==> config.mk <==
export PLATFORM = sky130hd
export DESIGN_NAME = gate_sweep_ctrl
export DESIGN_NICKNAME = d
export VERILOG_FILES = /design/src/rtl/gate_sweep_ctrl.sv
export SDC_FILE = /design/constraint.sdc
export NUM_CORES = 1
export LEC_CHECK = 0
export CORE_UTILIZATION = 28
export CTS_CLUSTER_SIZE = 24
export DETAILED_ROUTE_END_ITERATION = 12
export REMOVE_ABC_BUFFERS = 1
export SLEW_MARGIN = 30
export SYNTH_ARGS = -nofsm -noshare
export SYNTH_HDL_FRONTEND = slang
export SYNTH_SLANG_ARGS = --single-unit
==> constraint.sdc <==
create_clock -name clk -period 1.5 [get_ports clk]
set_clock_uncertainty 0.05 [all_clocks]
set_input_delay 0.3 -clock clk [delete_from_list [all_inputs] [get_ports clk]]
set_output_delay 0.3 -clock clk [all_outputs]
set_load 0.01 [all_outputs]
==> src/rtl/gate_sweep_ctrl.sv <==
// ---------------------------------------------------------------------------
// gate_sweep_ctrl
// Self-test sequencer for one shared combinational basic gate. On an accepted
// start it drives every input combination into the gate in ascending binary
// order. Each vector is held for a settle time, then the gate output is
// compared against the expected truth-table value. The block reports pass,
// the error count and the first failing vector.
//
// Parameters
//   N_IN    : number of gate inputs (1..8); NOT uses bit 0 only
//   SETTLE  : cycles gate_a is held before gate_y is sampled (0 acts as 1)
//   GATE_OP : 0=NOT 1=AND 2=OR 3=NAND 4=NOR 5=XOR 6=XNOR (7 checked as NOT)
//
// Ports
//   clk       : clock, rising edge
//   rst       : synchronous active-high reset
//   start     : single-cycle sweep request, honoured only in IDLE
//   gate_a    : registered input vector to the gate under test
//   gate_y    : gate-under-test output, sampled only in CHECK
//   busy      : high while a sweep is running (not in the DONE cycle)
//   done      : one-cycle pulse when the sweep completes
//   pass      : last sweep had no mismatches; cleared on an accepted start
//   err_count : mismatching vectors in the current or last sweep
//   fail_vec  : first mismatching vector, valid when err_count != 0
// ---------------------------------------------------------------------------
module gate_sweep_ctrl #(
  parameter int N_IN    = 2,
  parameter int SETTLE  = 1,
  parameter int GATE_OP = 1
) (
  input  logic            clk,
  input  logic            rst,
  input  logic            start,
  output logic [N_IN-1:0] gate_a,
  input  logic            gate_y,
  output logic            busy,
  output logic            done,
  output logic            pass,
  output logic [N_IN:0]   err_count,
  output logic [N_IN-1:0] fail_vec
);

  // A zero settle time still needs one WAIT cycle so gate_a is registered
  // and stable before the comparison.
  localparam int SETTLE_EFF = (SETTLE < 1) ? 1 : SETTLE;
  localparam int CNT_W      = (SETTLE_EFF > 1) ? $clog2(SETTLE_EFF) : 1;

  localparam logic [CNT_W-1:0] CNT_LAST = CNT_W'(SETTLE_EFF - 1);
  localparam logic [N_IN-1:0]  ALL_ONES = {N_IN{1'b1}};
  localparam logic [2:0]       OP       = 3'(GATE_OP);

  typedef enum logic [1:0] {
    ST_IDLE  = 2'd0,
    ST_WAIT  = 2'd1,
    ST_CHECK = 2'd2,
    ST_DONE  = 2'd3
  } state_t;

  state_t           state_r;
  logic [CNT_W-1:0] settle_cnt_r;

  logic             mismatch_s;
  logic [N_IN:0]    err_inc_s;

  // Truth-table value the gate must produce for input vector a.
  function automatic logic expected_y(input logic [N_IN-1:0] a);
    logic y;
    case (OP)
      3'd1:    y = &a;
      3'd2:    y = |a;
      3'd3:    y = ~(&a);
      3'd4:    y = ~(|a);
      3'd5:    y = ^a;
      3'd6:    y = ~(^a);
      default: y = ~a[0];  // NOT, and the reserved code 7
    endcase
    return y;
  endfunction

  // Compare the gate output with the truth table and form the error count
  // that includes the vector currently being checked.
  always_comb begin
    mismatch_s = 1'b0;
    err_inc_s  = err_count;
    if (gate_y != expected_y(gate_a)) begin
      mismatch_s = 1'b1;
      err_inc_s  = err_count + (N_IN+1)'(1'b1);
    end else begin
      mismatch_s = 1'b0;
      err_inc_s  = err_count;
    end
  end

  // Sweep FSM with all outputs registered.
  always_ff @(posedge clk) begin
    if (rst) begin
      state_r      <= ST_IDLE;
      settle_cnt_r <= {CNT_W{1'b0}};
      gate_a       <= {N_IN{1'b0}};
      busy         <= 1'b0;
      done         <= 1'b0;
      pass         <= 1'b0;
      err_count    <= {(N_IN+1){1'b0}};
      fail_vec     <= {N_IN{1'b0}};
    end else begin
      case (state_r)
        ST_IDLE: begin
          done <= 1'b0;
          if (start) begin
            state_r      <= ST_WAIT;
            settle_cnt_r <= {CNT_W{1'b0}};
            gate_a       <= {N_IN{1'b0}};
            err_count    <= {(N_IN+1){1'b0}};
            fail_vec     <= {N_IN{1'b0}};
            pass         <= 1'b0;
            busy         <= 1'b1;
          end else begin
            state_r <= ST_IDLE;
          end
        end

        ST_WAIT: begin
          if (settle_cnt_r == CNT_LAST) begin
            state_r <= ST_CHECK;
          end else begin
            settle_cnt_r <= settle_cnt_r + CNT_W'(1'b1);
          end
        end

        ST_CHECK: begin
          err_count <= err_inc_s;
          // Only the first mismatch of a sweep is recorded.
          if (mismatch_s && (err_count == {(N_IN+1){1'b0}})) begin
            fail_vec <= gate_a;
          end else begin
            fail_vec <= fail_vec;
          end
          // The all-ones vector is the last one; no wrap-around.
          if (gate_a == ALL_ONES) begin
            state_r <= ST_DONE;
            done    <= 1'b1;
            busy    <= 1'b0;
            pass    <= (err_inc_s == {(N_IN+1){1'b0}});
          end else begin
            gate_a       <= gate_a + N_IN'(1'b1);
            settle_cnt_r <= {CNT_W{1'b0}};
            state_r      <= ST_WAIT;
          end
        end

        ST_DONE: begin
          // start is ignored here; it is first honoured in the next IDLE cycle.
          done    <= 1'b0;
          state_r <= ST_IDLE;
        end

        default: begin
          state_r <= ST_IDLE;
          busy    <= 1'b0;
          done    <= 1'b0;
        end
      endcase
    end
  end

endmodule

; After elaboration in Yosys (flattened, before gate mapping)
; Index checks and enable logic that the tools add are counted.
[totals]
ff_bits = 13
mem_bits_rw = 0
word_cells = 60
rom_bits = 0
latch_bits = 0
inputBits = 4
n_memories = 0
output_inout_bits = 10
[classes]
n_addsub = 3
magnitude_cmp = 0
eq_ne = 10
n_bitwise = 0
mul = 0
n_div = 0
muxes = 24
reduce_logical = 15
n_shift = 0
[op_table]
columns = cell, n
row1 = AND reduction 3 bit, 4
row2 = 2-to-1 mux 2 bit, 5
row3 = "inequality test 2 bit, second input constant", 5
row4 = 2-to-1 mux 1 bit, 9
row5 = case mux 2 bit (2 select lines), 2
row6 = case mux 2 bit (4 select lines), 1
row7 = "== test 2 bit, second input constant", 3
row8 = zero test 3 bit, 2
row9 = 2-to-1 mux 3 bit, 2
row10 = case mux 1 bit (2 select lines), 3
row11 = case mux 3 bit (2 select lines), 1
row12 = AND reduction 2 bit, 3
row13 = nonzero test 2 bit, 2
row14 = "adder 3 x 1 -> 3 bit, second input constant", 1
row15 = case mux 1 bit (3 select lines), 1
row16 = nonzero test 3 bit, 1
row17 = "adder 2 x 1 -> 2 bit, second input constant", 1
row18 = "== test 2 x 1 -> 1 bit, second input constant", 1
row19 = zero test 2 bit, 1
row20 = OR reduction 2 bit, 1
row21 = "adder 1 bit, second input constant", 1
row22 = logical AND 1 bit, 1
row23 = inequality test 1 bit, 1

; Longest topological paths before layout
; Gate-level depths: netlist (run 1).
[logic_depth]
depth_word = 6
depth_mapped = 6
ltp_nobuf = 6

; Worst setup path after synthesis (run 1)
; Ideal clock, no wire load.
[synth_path]
path_type = register to register
from = reg gate_a[0]
to = reg pass
n_path_buf = 0
synth_period_minus_slack_ns = 1.609
setup_slack_ns = -0.109
arrival_time_ns = 1.458
required_ns = 1.349
stages_incl_launch_ff = 6
setup_time_ns = 0.101
path_cell_list = dfxtp_1 ha_1 xor2_1 nand2_1 xnor2_1 o41ai_1
[synth_via]
elab_chain_len = 6
word_cells_on_any_way = 9
classes_between = eq/ne: 3 / mux: 3 / reduce/logical: 3
[synth_rtl]
columns = item, line
row1 = start: declaration, 34  ; output logic [N_IN-1:0] gate_a,
row2 = start signal: assignment, 99  ; gate_a <= {N_IN{1'b0}};
row3 = start signal: assignment, 112  ; gate_a <= {N_IN{1'b0}};
row4 = start signal: assignment, 145  ; gate_a <= gate_a + N_IN'(1'b1);
row5 = AND reduction 2 bit, 69  ; 3'd1: y = &a;
row6 = inequality test 1 bit, 85  ; if (gate_y != expected_y(gate_a)) begin
row7 = 2-to-1 mux 3 bit, 85
row8 = zero test 3 bit, 143  ; pass <= (err_inc_s == {(N_IN+1){1'b0}});
row9 = 2-to-1 mux 1 bit, 139  ; if (gate_a == ALL_ONES) begin
row10 = case mux 1 bit (2 select lines), 106  ; case (state_r)
row11 = end signal: assignment, 143
row12 = end: declaration, 38  ; output logic pass,
; Parallel ways exist; a longest one is shown, timed or not. The select of a mux whose other input is x is not followed.
; A chain may end at the register's enable or synchronous reset.

; Final worst setup path (run 1)
[layout_path]
from = in gate_y
to = reg pass
[layout_via]
elab_chain_len = 5
[layout_rtl]
columns = item, line
row1 = start: declaration, 35  ; input logic gate_y,
row2 = inequality test 1 bit, 85
row3 = 2-to-1 mux 3 bit, 85
row4 = zero test 3 bit, 143
row5 = 2-to-1 mux 1 bit, 139
row6 = case mux 1 bit (2 select lines), 106
; No other way between the ends. The select of a mux whose other input is x is not followed.

==> results by stage, run 1 <==
Detailed routing:
- After detailed routing, the number of remaining DRC violations is 0.
- Dividing the detail-routed via count by the number of cells gives 4.96.
- The final layout contains routed wiring with a total length of 1680 um.
- Summing over every cut layer, the via total after detailed routing is 680.
- The number of search-and-repair iterations in the first detailed-routing pass is 4.
- In the final routed layout, each cell accounts on average for 12.2 um.
- The initial DRC count is 18.
- The remaining antenna violation count after routing is 0.

Critical path:
- Of all nets on the critical path, the largest fanout is 2.
- The worst stage delay on the critical path is 0.55 ns.
- The critical path required time is 1.63 ns.
- STA classifies the critical path endpoint as a flop.
- The kind of start point of the critical path is an input port.
- The number of buffer and inverter instances along the worst setup path is 1.
- The data arrival time of the worst path is 1.55 ns.
- The standard cell with the maximum stage delay on the critical path is sky130_fd_sc_hd__clkdlybuf4s50_1.
- The critical path is of the input port to flop type.
- Traced cell by cell, the critical path runs through clkdlybuf4s50_1 -> xor2_2 -> nand2_1 -> xnor2_1 -> o41ai_2.
- The cell type group with the largest total delay on the critical path is buffers and inverters.

CTS:
- The total clock sinks is 12.
- Clock tree synthesis inserted a total of 3 buffers.
- The maximum clock path buffer count is 2.
- The tree is rooted in a sky130_fd_sc_hd__clkbuf_4.
- TritonCTS built the clock tree.
- In this run the number of H-tree levels came out at 1.
- Clock-pin slew was measured on the worst setup and hold paths at 0.08 ns.
- The clock reaches the later pin of the worst-skew pair after 0.28 ns.

STA:
- The final count of pins violating max slew was 0.
- Derived from the worst setup path, the maximum achievable clock frequency is 703 MHz.
- The final clock period utilization by the worst path is 0.948.
- The clock period minus worst slack is 1.42 ns.
- Adding up every negative setup slack in the final design gives 0 ns.
- The slew of the pin with the lowest slew margin is 0.250 ns.
- Setup repair after global routing left no endpoint under its margin.
- The max-slew headroom at the worst pin is 0.832.
- The number of hold violations in the final report is 0.
- The final-report setup violation count is 0.

Power:
- IR analysis of the VDD net gives a maximum drop of 0.449 mV.
- The total power after layout is 0.000684 W.
- The power density over the cells is 667 nW/um^2.
- The analysis attributes to cell leakage a power of 0.464 nW.

Place:
- The number of placed cells counting well taps is 133.
- The last weighted congestion value of the routability-driven placer is 0.761.
- During placement, the flow inserted port buffers numbering 13.
- The total cell area at the placement stage is 938 sq um.
- The HPWL after detailed placement is 1240 um.

Run status:
- The run finished with clean final reports.

Synthesis:
- By area the synthesized netlist is led by sky130_fd_sc_hd__dfxtp_1 (35%), sky130_fd_sc_hd__ha_1 (13%), sky130_fd_sc_hd__a21oi_1 (6.5%).
- Counting flops with a built-in enable in the synthesized netlist gives 0.
- The share of synthesized area occupied by flip-flops and latches is 0.346.
- The proportion of synthesized flip-flops having asynchronous set or reset is 0.
- The number of instances in the synthesized netlist is 82.
- The count of warnings emitted by yosys is 0.
- After synthesis the netlist holds a flip-flop and latch count of 12.
- After synthesis the cells add up to 694 sq um.
- The synthesized netlist contains 26 unique library cells.
- Of the post-synthesis cell area, the dominant cell type holds 0.346.
- The most instantiated library cell after synthesis is sky130_fd_sc_hd__dfxtp_1.
- The commonest cells after synthesis are sky130_fd_sc_hd__dfxtp_1 (12), sky130_fd_sc_hd__a21oi_1 (9), sky130_fd_sc_hd__ha_1 (7), sky130_fd_sc_hd__nor2_1 (7).
- The predominant post-synthesis flop cell is sky130_fd_sc_hd__dfxtp_1.
- The most area-hungry cell type in the Yosys netlist is sky130_fd_sc_hd__dfxtp_1.
- Dividing the synthesized area by the synthesized cell count gives 8.47 sq um.

Global routing:
- The number of global-route vias before repair came to 630.
- The initial antenna violation count is 0.
- The total overflow left after global routing is 0.
- The first global-routing pass estimated 2790 um of wire.
- The overall routing resource usage is 0.143.
- The largest net degree at the start of global routing is 11.

Finish:
- Excluding fillers, the count of instances in the completed layout stands at 137.
- The area of all sequential standard cells is 248 sq um.
- The final design instance area without fill is 1020 sq um.
- Compared with the post-synthesis result, the final layout area differs by 47.6%.
- In the final layout, the share of cells above drive strength 1 is 0.294.
- The number of antenna repair diodes is 0.
- The filler cells instantiated in the layout total 226.
- The final net count is 121.
- Summing all multi-input logic gate instances after layout gives 472 sq um.

Die:
- The die covers 2680 sq um.
- The initialized floorplan defines 17 standard-cell rows.
- After floorplanning, the core was sized to cover 2280 sq um.
- The width of the chip is 51.8 um.
- The number of I/O pins is 14.
- In this run the vertical extent of the chip is 51.8 um.
- The starting density of the core is 0.305.

Hold path:
- In this run the worst hold path is classified as flop to flop.

Run:
- Max-cap violations in this run came to 0.
==> path summary, 6_finish.rpt <==
kind	from	to	slack, ns	cells after the start
max	gate_y	pass	0.08	5
min	done	done	0.43	2
max reg2reg	state_r[1]	pass	0.09	7
min reg2reg	done	done	0.43	2
==> stage by stage <==
step                      hold slack, ns   util  setup slack (ns)
final                              0.434  0.450            0.0785
after detailed placement           0.417  0.412            -0.217
after global placement             0.424  0.412            -0.195
after floorplan                    0.319      -            -0.261
after global routing               0.463  0.450           0.00248
after CTS                          0.434  0.433            0.0125
==> kinds of logic after synthesis <==
| kind of cell | after synthesis | synth area share |
|---|---|---|
| flops | 12 | 0.346 |
| simple gates | 29 | 0.216 |
| buf+inv | 8 | 0.0541 |
| compound gates | 21 | 0.191 |
| mux | 2 | 0.0288 |
| fa+ha+maj | 7 | 0.126 |
| xor+xnor | 3 | 0.0378 |
==> cell type report <==
cell class,instances,share of cell area
Multi-Input combinational cell,62,0.460
Tap cell,28,0.0342
Clock buffer,4,0.0354
Timing Repair Buffer,26,0.210
Inverter,5,0.0183
Sequential cell,12,0.242
==> worst reg2reg max path: stages (launching register included) <==
cell	delay, ns
sky130_fd_sc_hd__dfxtp_1	0.34
sky130_fd_sc_hd__inv_1	0.06
sky130_fd_sc_hd__ha_2	0.18
sky130_fd_sc_hd__buf_4	0.15
sky130_fd_sc_hd__nand2b_4	0.07
sky130_fd_sc_hd__buf_4	0.10
sky130_fd_sc_hd__nand3_1	0.10
sky130_fd_sc_hd__o41ai_2	0.27
==> metal layers <==
metal	global-route usage	up-vias	share of wire
li1	-	342	-
met1	0.172	324	0.46
met2	0.242	14	0.50
met3	0.0439	0	0.036
met4	0.0405	0	0
met5	0	-	0
==> timing repair <==
item / in CTS / in global routing
gates resized for setup: 17 / 10
endpoints found under the setup margin: 13 / 8
setup buffers: 0 / 0
hold buffers: 0 / 0
pin swaps: 0 / 1
==> report_power, final <==
part / leakage (nW) / internal (W) / switching [W]
Sequential: 0.0994 / 0.000322 / 0.00000339
Clock: 0.0210 / 0.000148 / 0.000113
Combinational: 0.343 / 0.0000498 / 0.0000485
==> flip-flops by register name, indices dropped and copies added, names as in the netlist <==
name,flops
err_count,3
pass,1
fail_vec,2
busy,1
done,1
state_r,2
gate_a,2
==> layout by cell type, fill, tap and decap left out, types with 2 or more instances in the layout <==
cell,netlist,layout
sky130_fd_sc_hd__buf_4,0,13
sky130_fd_sc_hd__dlygate4sd2_1,0,10
sky130_fd_sc_hd__a21oi_1,9,9
sky130_fd_sc_hd__dfxtp_1,12,8
sky130_fd_sc_hd__nor2_1,7,7
sky130_fd_sc_hd__nand2_1,5,5
sky130_fd_sc_hd__inv_1,5,4
sky130_fd_sc_hd__o21ai_0,4,4
sky130_fd_sc_hd__nand3_1,4,4
sky130_fd_sc_hd__ha_1,7,4
sky130_fd_sc_hd__nor3_1,4,3
sky130_fd_sc_hd__a32oi_1,3,3
sky130_fd_sc_hd__clkbuf_4,0,3
sky130_fd_sc_hd__dfxtp_2,0,3
sky130_fd_sc_hd__clkdlybuf4s50_1,0,3
sky130_fd_sc_hd__mux2i_1,2,2
sky130_fd_sc_hd__xnor2_1,2,2
sky130_fd_sc_hd__ha_2,0,2
Power figures use the tool's default switching activity.
==> run 2, diff against run 1 <==
--- a/config.mk
+++ b/config.mk
@@ -5,6 +5,7 @@
 export SDC_FILE = /design/constraint.sdc
 export NUM_CORES = 1
 export LEC_CHECK = 0
+export CAP_MARGIN = 25
 export CORE_UTILIZATION = 28
 export CTS_CLUSTER_SIZE = 24
 export DETAILED_ROUTE_END_ITERATION = 12
==> results of run 2 <==
Final layout, timing and power as in run 1 (identical DEF).
